--- src/rtl/dmem_byte_arbiter_pkg.sv ---
// dmem_arb_pkg: shared types and constants for the byte-serial data memory
// arbiter (state encoding, beat count, port identifiers, byte-lane helper).
package dmem_arb_pkg;

  typedef enum logic [1:0] {
    IDLE = 2'd0,
    XFER = 2'd1,
    RESP = 2'd2
  } state_t;

  localparam int   BEATS    = 4;
  localparam logic PORT_CPU = 1'b0;
  localparam logic PORT_LDR = 1'b1;

  // Big-endian lane for a beat: beat 0 carries bits 31:24, beat 3 bits 7:0.
  function automatic logic [7:0] byte_lane(input logic [31:0] word, input logic [1:0] beat);
    logic [7:0] lane;
    case (beat)
      2'd0:    lane = word[31:24];
      2'd1:    lane = word[23:16];
      2'd2:    lane = word[15:8];
      default: lane = word[7:0];
    endcase
    return lane;
  endfunction

endpackage

--- src/rtl/dmem_byte_arbiter_if.sv ---
// dmem_byte_arbiter_if: both word requesters plus the byte memory port.
// The arbiter uses the slave modport (it serves the requesters and owns the
// memory strobes); the environment (requesters + memory) uses master.
// err0/err1 exist only when DMEM_ARB_ALIGN_CHECK_EN is defined.
interface dmem_byte_arbiter_if #(
  parameter int ADDR_W = 5
);

  logic              req0;
  logic              we0;
  logic [ADDR_W-1:0] addr0;
  logic [31:0]       wdata0;
  logic              ack0;
  logic [31:0]       rdata0;

  logic              req1;
  logic              we1;
  logic [ADDR_W-1:0] addr1;
  logic [31:0]       wdata1;
  logic              ack1;
  logic [31:0]       rdata1;

  logic [ADDR_W-1:0] mem_addr;
  logic              mem_we;
  logic [7:0]        mem_wdata;
  logic [7:0]        mem_rdata;

  logic              busy;
  logic              gnt_id;
`ifdef DMEM_ARB_ALIGN_CHECK_EN
  logic              err0;
  logic              err1;
`endif

  modport slave (
    input  req0, we0, addr0, wdata0,
    input  req1, we1, addr1, wdata1,
    input  mem_rdata,
    output ack0, rdata0, ack1, rdata1,
    output mem_addr, mem_we, mem_wdata,
    output busy, gnt_id
`ifdef DMEM_ARB_ALIGN_CHECK_EN
    , output err0, err1
`endif
  );

  modport master (
    output req0, we0, addr0, wdata0,
    output req1, we1, addr1, wdata1,
    output mem_rdata,
    input  ack0, rdata0, ack1, rdata1,
    input  mem_addr, mem_we, mem_wdata,
    input  busy, gnt_id
`ifdef DMEM_ARB_ALIGN_CHECK_EN
    , input err0, err1
`endif
  );

endinterface

--- src/rtl/dmem_byte_arbiter_rr_arb2.sv ---
// rr_arb2: combinational two-requester round-robin picker. On a tie the port
// that did not win last time is chosen; the last winner is held by the parent.
module rr_arb2
  import dmem_arb_pkg::*;
(
  input  logic [1:0] req,
  input  logic       last_gnt,
  output logic       valid,
  output logic       winner
);

  // Winner selection: a lone requester wins outright, a tie alternates.
  always_comb begin
    // NOTE: every output gets a default before any branch so no latch is inferred.
    valid  = |req;
    winner = PORT_CPU;
    if (req == 2'b11) begin
      winner = ~last_gnt;
    end else if (req[1]) begin
      winner = PORT_LDR;
    end
  end

endmodule

--- src/rtl/dmem_byte_arbiter.sv ---
// dmem_byte_arbiter: shares a byte-wide data memory between a CPU port (0)
// and a loader/debug port (1). Each 32-bit access becomes four big-endian
// byte beats at base, base+1, base+2, base+3 (wrapping modulo 2**ADDR_W).
// Memory strobes are decoded from registered state only, never from req.
// Optional: define DMEM_ARB_ALIGN_CHECK_EN to reject addresses with
// addr[1:0] != 0 (ack with err, no memory access). DATA_W must stay 32.
module dmem_byte_arbiter
  import dmem_arb_pkg::*;
#(
  parameter int ADDR_W = 5,
  parameter int DATA_W = 32
) (
  input logic                clk,
  input logic                reset,
  dmem_byte_arbiter_if.slave bus
);

  state_t            state;
  state_t            state_nxt;
  logic [1:0]        beat;
  logic              last_gnt;
  logic              gnt_id;
  logic              cur_we;
  logic [ADDR_W-1:0] base;
  logic [DATA_W-1:0] wdata_q;
  logic [23:0]       stage;      // bytes from beats 0..2; beat 3 goes straight to rdata
  logic [DATA_W-1:0] rdata0_q;
  logic [DATA_W-1:0] rdata1_q;

  logic              arb_valid;
  logic              arb_winner;
  logic              sel_we;
  logic [ADDR_W-1:0] sel_addr;
  logic [DATA_W-1:0] sel_wdata;

  logic [ADDR_W-1:0] mem_addr_d;
  logic              mem_we_d;
  logic [7:0]        mem_wdata_d;
  logic              ack0_d;
  logic              ack1_d;

`ifdef DMEM_ARB_ALIGN_CHECK_EN
  logic              err_q;
  logic              unaligned;
  assign unaligned = (sel_addr[1:0] != 2'b00);
`endif

  rr_arb2 u_rr_arb2 (
    .req      ({bus.req1, bus.req0}),
    .last_gnt (last_gnt),
    .valid    (arb_valid),
    .winner   (arb_winner)
  );

  // Request fields of whichever port the picker chose.
  always_comb begin
    sel_we    = bus.we0;
    sel_addr  = bus.addr0;
    sel_wdata = bus.wdata0;
    if (arb_winner == PORT_LDR) begin
      sel_we    = bus.we1;
      sel_addr  = bus.addr1;
      sel_wdata = bus.wdata1;
    end
  end

  // State register; reset aborts any transfer in flight.
  always_ff @(posedge clk or posedge reset) begin
    // NOTE: sequential state uses non-blocking assignments so every flop samples pre-edge values.
    if (reset) begin
      state <= IDLE;
    end else begin
      state <= state_nxt;
    end
  end

  // Next state: arbitrate in IDLE, four beats in XFER, one ack cycle in RESP.
  always_comb begin
    state_nxt = state;
    case (state)
      IDLE: begin
        if (arb_valid) begin
`ifdef DMEM_ARB_ALIGN_CHECK_EN
          state_nxt = unaligned ? RESP : XFER;
`else
          state_nxt = XFER;
`endif
        end
      end
      XFER:    if (beat == 2'(BEATS - 1)) state_nxt = RESP;
      RESP:    state_nxt = IDLE;
      default: state_nxt = IDLE;
    endcase
  end

  // Transfer datapath: latch the grant, advance beats, collect read bytes.
  always_ff @(posedge clk or posedge reset) begin
    if (reset) begin
      beat     <= 2'd0;
      last_gnt <= PORT_LDR;
      gnt_id   <= PORT_CPU;
      cur_we   <= 1'b0;
      base     <= '0;
      wdata_q  <= '0;
      stage    <= '0;
      rdata0_q <= '0;
      rdata1_q <= '0;
`ifdef DMEM_ARB_ALIGN_CHECK_EN
      err_q    <= 1'b0;
`endif
    end else begin
      case (state)
        IDLE: begin
          if (arb_valid) begin
            gnt_id  <= arb_winner;
            cur_we  <= sel_we;
            base    <= sel_addr;
            wdata_q <= sel_wdata;
            beat    <= 2'd0;
`ifdef DMEM_ARB_ALIGN_CHECK_EN
            err_q   <= unaligned;
            if (unaligned) begin
              last_gnt <= arb_winner;
              if (arb_winner == PORT_LDR) rdata1_q <= '0;
              else                        rdata0_q <= '0;
            end
`endif
          end
        end
        XFER: begin
          beat <= beat + 2'd1;
          if (!cur_we) begin
            case (beat)
              2'd0: stage[23:16] <= bus.mem_rdata;
              2'd1: stage[15:8]  <= bus.mem_rdata;
              2'd2: stage[7:0]   <= bus.mem_rdata;
              default: begin
                if (gnt_id == PORT_LDR) rdata1_q <= {stage, bus.mem_rdata};
                else                    rdata0_q <= {stage, bus.mem_rdata};
              end
            endcase
          end
          if (beat == 2'(BEATS - 1)) begin
            last_gnt <= gnt_id;
          end
        end
        default: ;
      endcase
    end
  end

  // Output decode from registered state only.
  always_comb begin
    mem_addr_d  = '0;
    mem_we_d    = 1'b0;
    mem_wdata_d = 8'h00;
    ack0_d      = 1'b0;
    ack1_d      = 1'b0;
    if (state == XFER) begin
      mem_addr_d = base + ADDR_W'(beat);
      mem_we_d   = cur_we;
      if (cur_we) mem_wdata_d = byte_lane(wdata_q, beat);
    end
    if (state == RESP) begin
      ack0_d = (gnt_id == PORT_CPU);
      ack1_d = (gnt_id == PORT_LDR);
    end
  end

  assign bus.mem_addr  = mem_addr_d;
  assign bus.mem_we    = mem_we_d;
  assign bus.mem_wdata = mem_wdata_d;
  assign bus.ack0      = ack0_d;
  assign bus.ack1      = ack1_d;
  assign bus.rdata0    = rdata0_q;
  assign bus.rdata1    = rdata1_q;
  assign bus.busy      = (state != IDLE);
  assign bus.gnt_id    = gnt_id;
`ifdef DMEM_ARB_ALIGN_CHECK_EN
  assign bus.err0      = ack0_d & err_q;
  assign bus.err1      = ack1_d & err_q;
`endif

endmodule
--- src/flat_wrapper.sv ---
// flat-port wrapper written by rule: the top's interface ports become plain ports
module dmem_byte_arbiter_flat import dmem_arb_pkg::*;
#(
  parameter int ADDR_W = 5,
  parameter int DATA_W = 32
)
  (clk, reset, bus_req0, bus_we0, bus_addr0, bus_wdata0, bus_req1, bus_we1, bus_addr1, bus_wdata1, bus_mem_rdata, bus_ack0, bus_rdata0, bus_ack1, bus_rdata1, bus_mem_addr, bus_mem_we, bus_mem_wdata, bus_busy, bus_gnt_id);
  dmem_byte_arbiter_if #(.ADDR_W(ADDR_W)) bus_i ();
  input logic clk;
  input logic reset;
  input wire logic [$bits(bus_i.req0)-1:0] bus_req0;
  input wire logic [$bits(bus_i.we0)-1:0] bus_we0;
  input wire logic [$bits(bus_i.addr0)-1:0] bus_addr0;
  input wire logic [$bits(bus_i.wdata0)-1:0] bus_wdata0;
  input wire logic [$bits(bus_i.req1)-1:0] bus_req1;
  input wire logic [$bits(bus_i.we1)-1:0] bus_we1;
  input wire logic [$bits(bus_i.addr1)-1:0] bus_addr1;
  input wire logic [$bits(bus_i.wdata1)-1:0] bus_wdata1;
  input wire logic [$bits(bus_i.mem_rdata)-1:0] bus_mem_rdata;
  output wire logic [$bits(bus_i.ack0)-1:0] bus_ack0;
  output wire logic [$bits(bus_i.rdata0)-1:0] bus_rdata0;
  output wire logic [$bits(bus_i.ack1)-1:0] bus_ack1;
  output wire logic [$bits(bus_i.rdata1)-1:0] bus_rdata1;
  output wire logic [$bits(bus_i.mem_addr)-1:0] bus_mem_addr;
  output wire logic [$bits(bus_i.mem_we)-1:0] bus_mem_we;
  output wire logic [$bits(bus_i.mem_wdata)-1:0] bus_mem_wdata;
  output wire logic [$bits(bus_i.busy)-1:0] bus_busy;
  output wire logic [$bits(bus_i.gnt_id)-1:0] bus_gnt_id;
  assign bus_i.req0 = bus_req0;
  assign bus_i.we0 = bus_we0;
  assign bus_i.addr0 = bus_addr0;
  assign bus_i.wdata0 = bus_wdata0;
  assign bus_i.req1 = bus_req1;
  assign bus_i.we1 = bus_we1;
  assign bus_i.addr1 = bus_addr1;
  assign bus_i.wdata1 = bus_wdata1;
  assign bus_i.mem_rdata = bus_mem_rdata;
  assign bus_ack0 = bus_i.ack0;
  assign bus_rdata0 = bus_i.rdata0;
  assign bus_ack1 = bus_i.ack1;
  assign bus_rdata1 = bus_i.rdata1;
  assign bus_mem_addr = bus_i.mem_addr;
  assign bus_mem_we = bus_i.mem_we;
  assign bus_mem_wdata = bus_i.mem_wdata;
  assign bus_busy = bus_i.busy;
  assign bus_gnt_id = bus_i.gnt_id;
  dmem_byte_arbiter #(.ADDR_W(ADDR_W), .DATA_W(DATA_W)) u_core (.clk(clk), .reset(reset), .bus(bus_i));
endmodule
--- config.mk ---
export PLATFORM = sky130hd
export DESIGN_NAME = dmem_byte_arbiter_flat
export DESIGN_NICKNAME = d
export VERILOG_FILES = /design/src/rtl/dmem_byte_arbiter_pkg.sv /design/src/rtl/dmem_byte_arbiter_if.sv /design/src/rtl/dmem_byte_arbiter_rr_arb2.sv /design/src/rtl/dmem_byte_arbiter.sv /design/src/flat_wrapper.sv
export SDC_FILE = /design/constraint.sdc
export NUM_CORES = 1
export LEC_CHECK = 0
export CAP_MARGIN = 20
export CORE_AREA = 2 2 114 116
export CTS_CLUSTER_DIAMETER = 200
export DETAILED_ROUTE_END_ITERATION = 8
export DIE_AREA = 0 0 116 118
export HOLD_SLACK_MARGIN = 0.06
export PLACE_DENSITY = 0.79
export SYNTH_ARGS = -nofsm -noshare
export SYNTH_HDL_FRONTEND = slang
export SYNTH_SLANG_ARGS = --single-unit
--- constraint.sdc ---
create_clock -name clk -period 4.81 [get_ports clk]
set_clock_uncertainty 0.1 [all_clocks]
set_input_delay 0.481 -clock clk [delete_from_list [all_inputs] [get_ports clk]]
set_output_delay 0.481 -clock clk [all_outputs]
set_load 0.01 [all_outputs]
# == Word level (Yosys, flattened, before mapping) ==
# Cells that the tools add are included.
# word_totals
reg_bits,132
in_bits,88
output_inout_bits,82
wordCells,58
# op_classes
add_sub_neg,2
n_eq_ne,8
muxes,17
bitwise,4
reduce_logical,15
# op_table
op,count
32-bit 2-to-1 mux,1
8-bit one-hot mux with 3 select lines,1
8-bit 2-to-1 mux,2
5-bit 2-to-1 mux,2
3-bit AND reduction,3
"2-bit == test, second input constant",4
2-bit one-hot mux with 2 select lines,2
2-bit AND reduction,4
4-bit AND reduction,2
1-bit 2-to-1 mux,6
2-bit 2-to-1 mux,3
5-bit by 2-bit adder with 5-bit output,1
"2-bit by 1-bit == test with 1-bit output, second input constant",2
2-bit logical NOT,2
"2-bit by 1-bit inequality test with 1-bit output, second input constant",2
1-bit NOT,4
2-bit nonzero test,2
3-bit OR reduction,1
"2-bit by 1-bit adder with 2-bit output, second input constant",1
2-bit OR reduction,1

# == Longest topological paths before layout ==
# depth
depth_word,4
depth_mapped,5
ltp_nobuf,5

# == Hierarchy ==
# A second synthesis with hierarchy kept.
# hier_totals
cells_unflattened,441
area_unflattened_um2,5755.5
# modules_own_cells
module,n_inst,cells_each,area_per_inst_um2,seq_area_each_um2
dmem_byte_arbiter,1,439,5741.8,3304.4
rr_arb2,1,2,13.8,0.0

# == Worst setup path before layout ==
# OpenSTA, ideal clock, no wires.
# synth_timing
path_kind,reg-to-output
start,register u_core.beat[0]
end,output port bus_mem_addr[4]
t_arrival_ps,1688
required_time_ps,4229
slack_ps,2541
stages_incl_launch_ff,6
n_path_buf,0
path_cell_list,dfrtp_1 -> ha_1 -> inv_1 -> fa_1 -> or3_1 -> a21oi_1
# synth_between
elab_chain_cells,2
# synth_rtl
item,line,source
"start, declared",dmem_byte_arbiter.sv:20,logic [1:0] beat;
"start signal, assigned",dmem_byte_arbiter.sv:131,beat <= beat + 2'd1;
5-bit by 2-bit adder with 5-bit output,dmem_byte_arbiter.sv:160,mem_addr_d = base + ADDR_W'(beat);
5-bit 2-to-1 mux,dmem_byte_arbiter.sv:159,if (state == XFER) begin
"end, declared",flat_wrapper.sv:24,output wire logic [$bits(bus_i.mem_addr)-1:0] bus_mem_addr;
# Every way passes these cells.

# == Worst setup path in the final report ==
# Same ends and word-level chain as after synthesis.

==> results.sh <==
export IMPL_status="finished clean"
export IMPL_drive_gt1_share_pct=31.2
export IMPL_nets=666
export IMPL_ir_drop_mv=0.418
export IMPL_p_leak_uw=0.00356
export IMPL_ys_types=33
export IMPL_grt_pass1_vias=4067
export IMPL_grt_max_degree=101
export IMPL_synth_top_area_share_pct=56.0
export IMPL_design_area_um2=8260
export IMPL_min_period_over_period_pct=68.4
export IMPL_cts_max_level=4
export IMPL_ys_warn_count=0
export IMPL_diodes=0
export IMPL_rrSetupSlack_ps=2410
export IMPL_synth_edf_count=0
export IMPL_cts_sinks=132
export IMPL_hold_violations=0
export IMPL_gr_total_overflow=0
export IMPL_synth_fp_nets=497
export IMPL_timing_slew_headroom_pct=30.9
export IMPL_fin_cells=752
export IMPL_setup_tns_final_ps=0
export IMPL_max_clock_freq_ghz=0.304
export IMPL_cts_buffer_depth=2
export IMPL_avgSynthCellArea_um2=14.6
export IMPL_setup_violations=0
export IMPL_ctsHoldBuffers=0
export IMPL_path_clk_slew_ps=50
export IMPL_clk_insertion_delay_late_ps=410
export IMPL_via_per_inst=5.16
export IMPL_io_buffers=169
export IMPL_worstPathRequired_ps=4230
export IMPL_hpwl_um=9680
export IMPL_cts_buffers_inserted=17
export IMPL_cts_root_buf="clkbuf_16"
export IMPL_critPathKind="flop to primary output"
export IMPL_placed_area_um2=7660
export IMPL_cts_resized=0
export IMPL_synth_area_leaders="dfrtp_1 56%, mux2_2 27%, mux2i_1 3.4%"
export IMPL_slew_violations=0
export IMPL_die_area_um2=13700
export IMPL_ys_seq_area_share_pct=56.5
export IMPL_crit_arrival_ps=2710
export IMPL_initial_core_util_pct=47.1
export IMPL_final_util_pct=66.6
export IMPL_die_w_um=116
export IMPL_wire_per_inst_um=18.1
export IMPL_postCtsSetupBuffers=0
export IMPL_timing_max_cap_violations=0
export IMPL_synthCells=401
export IMPL_hold_path_class="flop to flop"
export IMPL_drtPass1Iterations=4
export IMPL_cts_tree="yes"
export IMPL_cp_start_kind="flop"
export IMPL_tightest_slew_ps=1040
export IMPL_drtAntennaViolNets=0
export IMPL_coreArea_um2=12400
export IMPL_finalWeightedCongestion=0.789
export IMPL_yosys_area_top_type="dfrtp_1"
export IMPL_syn_area_um2=5850
export IMPL_dp_cells=723
export IMPL_drc=0
export IMPL_antenna_found_initial=0
export IMPL_routed_via_count=3878
export IMPL_routed_wl_um=13600
export IMPL_grt_pass1_wl_um=21800
export IMPL_powerDensity_nw_per_um2=668
export IMPL_fp_row_count=41
export IMPL_die_h_um=118
export IMPL_synth_ff_type="dfrtp_1"
export IMPL_critPathMaxFanout=6
export IMPL_initialDrtViolationCount=192
export IMPL_area_growth_pct=41.2
export IMPL_rsz0062_at_grt="no"
export IMPL_grt_usage_pct=21.2
export IMPL_yosys_register_bits=132
export IMPL_fin_crit_ps=3290
export IMPL_worstSetupEndpointType="primary output"
export IMPL_io_pins=170
export IMPL_async_flop_share_pct=100
==> worst max-delay path, cell delays in order, from the launching register on <==
cell and delay [ps]:
dfrtp_1 440, ha_1 210, inv_1 70, fa_1 470, or3_1 380, a21oi_1 160
clkdlybuf4s50_1 570
==> where the power goes <==
| group | leakage (uW) | internal (uW) | switching, uW |
|---|---|---|---|
| registers | 0.00161 | 1660 | 332 |
| logic | 0.00165 | 1310 | 923 |
| clock network | 0.000300 | 864 | 433 |
| total | 0.00356 | 3830 | 1690 |
==> layout make-up <==
cell class / instances / area, um2
fillers: 964 / 4150
flip-flops and latches: 132 / 3300
multi-input cells: 231 / 2360
repair buffers: 172 / 1710
clock buffers: 26 / 539
well taps: 172 / 215
clock inverters: 3 / 65.1
inverters: 16 / 65.1
==> Yosys cell counts (all sizes together) (2+ instances only) <==
cell type and number:
inv 16, nor3b 4, and2 2, nand2 5
or3 2, a22oi 8, o21ai 5, nor2 3
mux2i 20, a221oi 8, mux2 145, buf 18
dfrtp 131, a21oi 11, clkbuf 4, ha 7
==> placed cells by master (no fill, tap or decap), drive strengths merged <==
| cell | netlist | layout |
|---|---|---|
| ha | 7 | 7 |
| and2 | 2 | 2 |
| o31ai | 1 | 1 |
| nand4b | 1 | 1 |
| dfrtp | 131 | 131 |
| a21bo | 1 | 1 |
| nand2 | 5 | 5 |
| dfstp | 1 | 1 |
| buf | 18 | 3 |
| nor2 | 3 | 3 |
| fa | 1 | 1 |
| or3 | 2 | 2 |
| nand2b | 1 | 1 |
| clkdlybuf4s50 | 0 | 169 |
| and3b | 1 | 1 |
| inv | 16 | 16 |
| o21ai | 5 | 5 |
| o21a | 1 | 1 |
| clkinv | 0 | 1 |
| nor2b | 1 | 1 |
| nor4b | 1 | 1 |
| clkbuf | 4 | 26 |
| xor2 | 1 | 1 |
| a21oi | 11 | 11 |
| bufinv | 0 | 2 |
| nor3b | 4 | 4 |
| mux2i | 20 | 20 |
| mux2 | 145 | 145 |
| a22oi | 8 | 8 |
| a221oi | 8 | 8 |
| o2bb2ai | 1 | 1 |
==> routing by layer <==
metal | share of wire (%) | up-vias | GRT usage (%)
met3 | 6.3 | 5 | 7.67
met2 | 51 | 101 | 33.8
li1 | - | 1782 | -
met5 | 0 | - | 0
met4 | 0.46 | 0 | 5.21
met1 | 43 | 1990 | 27.6
==> stage by stage <==
stage	setup WS, ps	hold WS (ps)	total power, uW
after floorplan	705	379	3200
after global placement	2040	370	4170
after detailed placement	1940	375	4250
after CTS	1490	386	5580
after global routing	1380	415	5840
final	1520	384	5520
==> cells by family (layout without fill, tap and decap cells) <==
| group | after synthesis | in the layout | synth area share [%] |
|---|---|---|---|
| buf+inv | 38 | 217 | 3.23 |
| simple gates | 21 | 21 | 2.84 |
| compound gates | 36 | 36 | 4.17 |
| mux | 165 | 165 | 31.3 |
| fa+ha+maj | 8 | 8 | 1.84 |
| xor+xnor | 1 | 1 | 0.150 |
| flops | 132 | 132 | 56.5 |
==> worst paths after layout <==
check / startpoint / to / cells after the start
worst max register to register: u_core.beat[1] / u_core.stage[17] / 4
min in group asynchronous: reset / u_core.wdata_q[24] / 2
worst min-delay path: u_core.bus.rdata0[0] / u_core.bus.rdata0[0] / 1
worst min register to register: u_core.bus.rdata0[0] / u_core.bus.rdata0[0] / 1
worst max-delay path: u_core.beat[0] / bus_mem_addr[4] / 6
max in group asynchronous: reset / u_core.last_gnt / 3
==> registers in the layout, indices dropped and copies added (netlist names) <==
register	flops
u_core.bus.rdata1	32
u_core.bus.rdata0	32
u_core.stage	24
u_core.state	2
u_core.bus.gnt_id	1
u_core.cur_we	1
u_core.wdata_q	32
u_core.beat	2
u_core.base	5
u_core.last_gnt	1
Note: power is estimated with default switching activity, not from simulation.
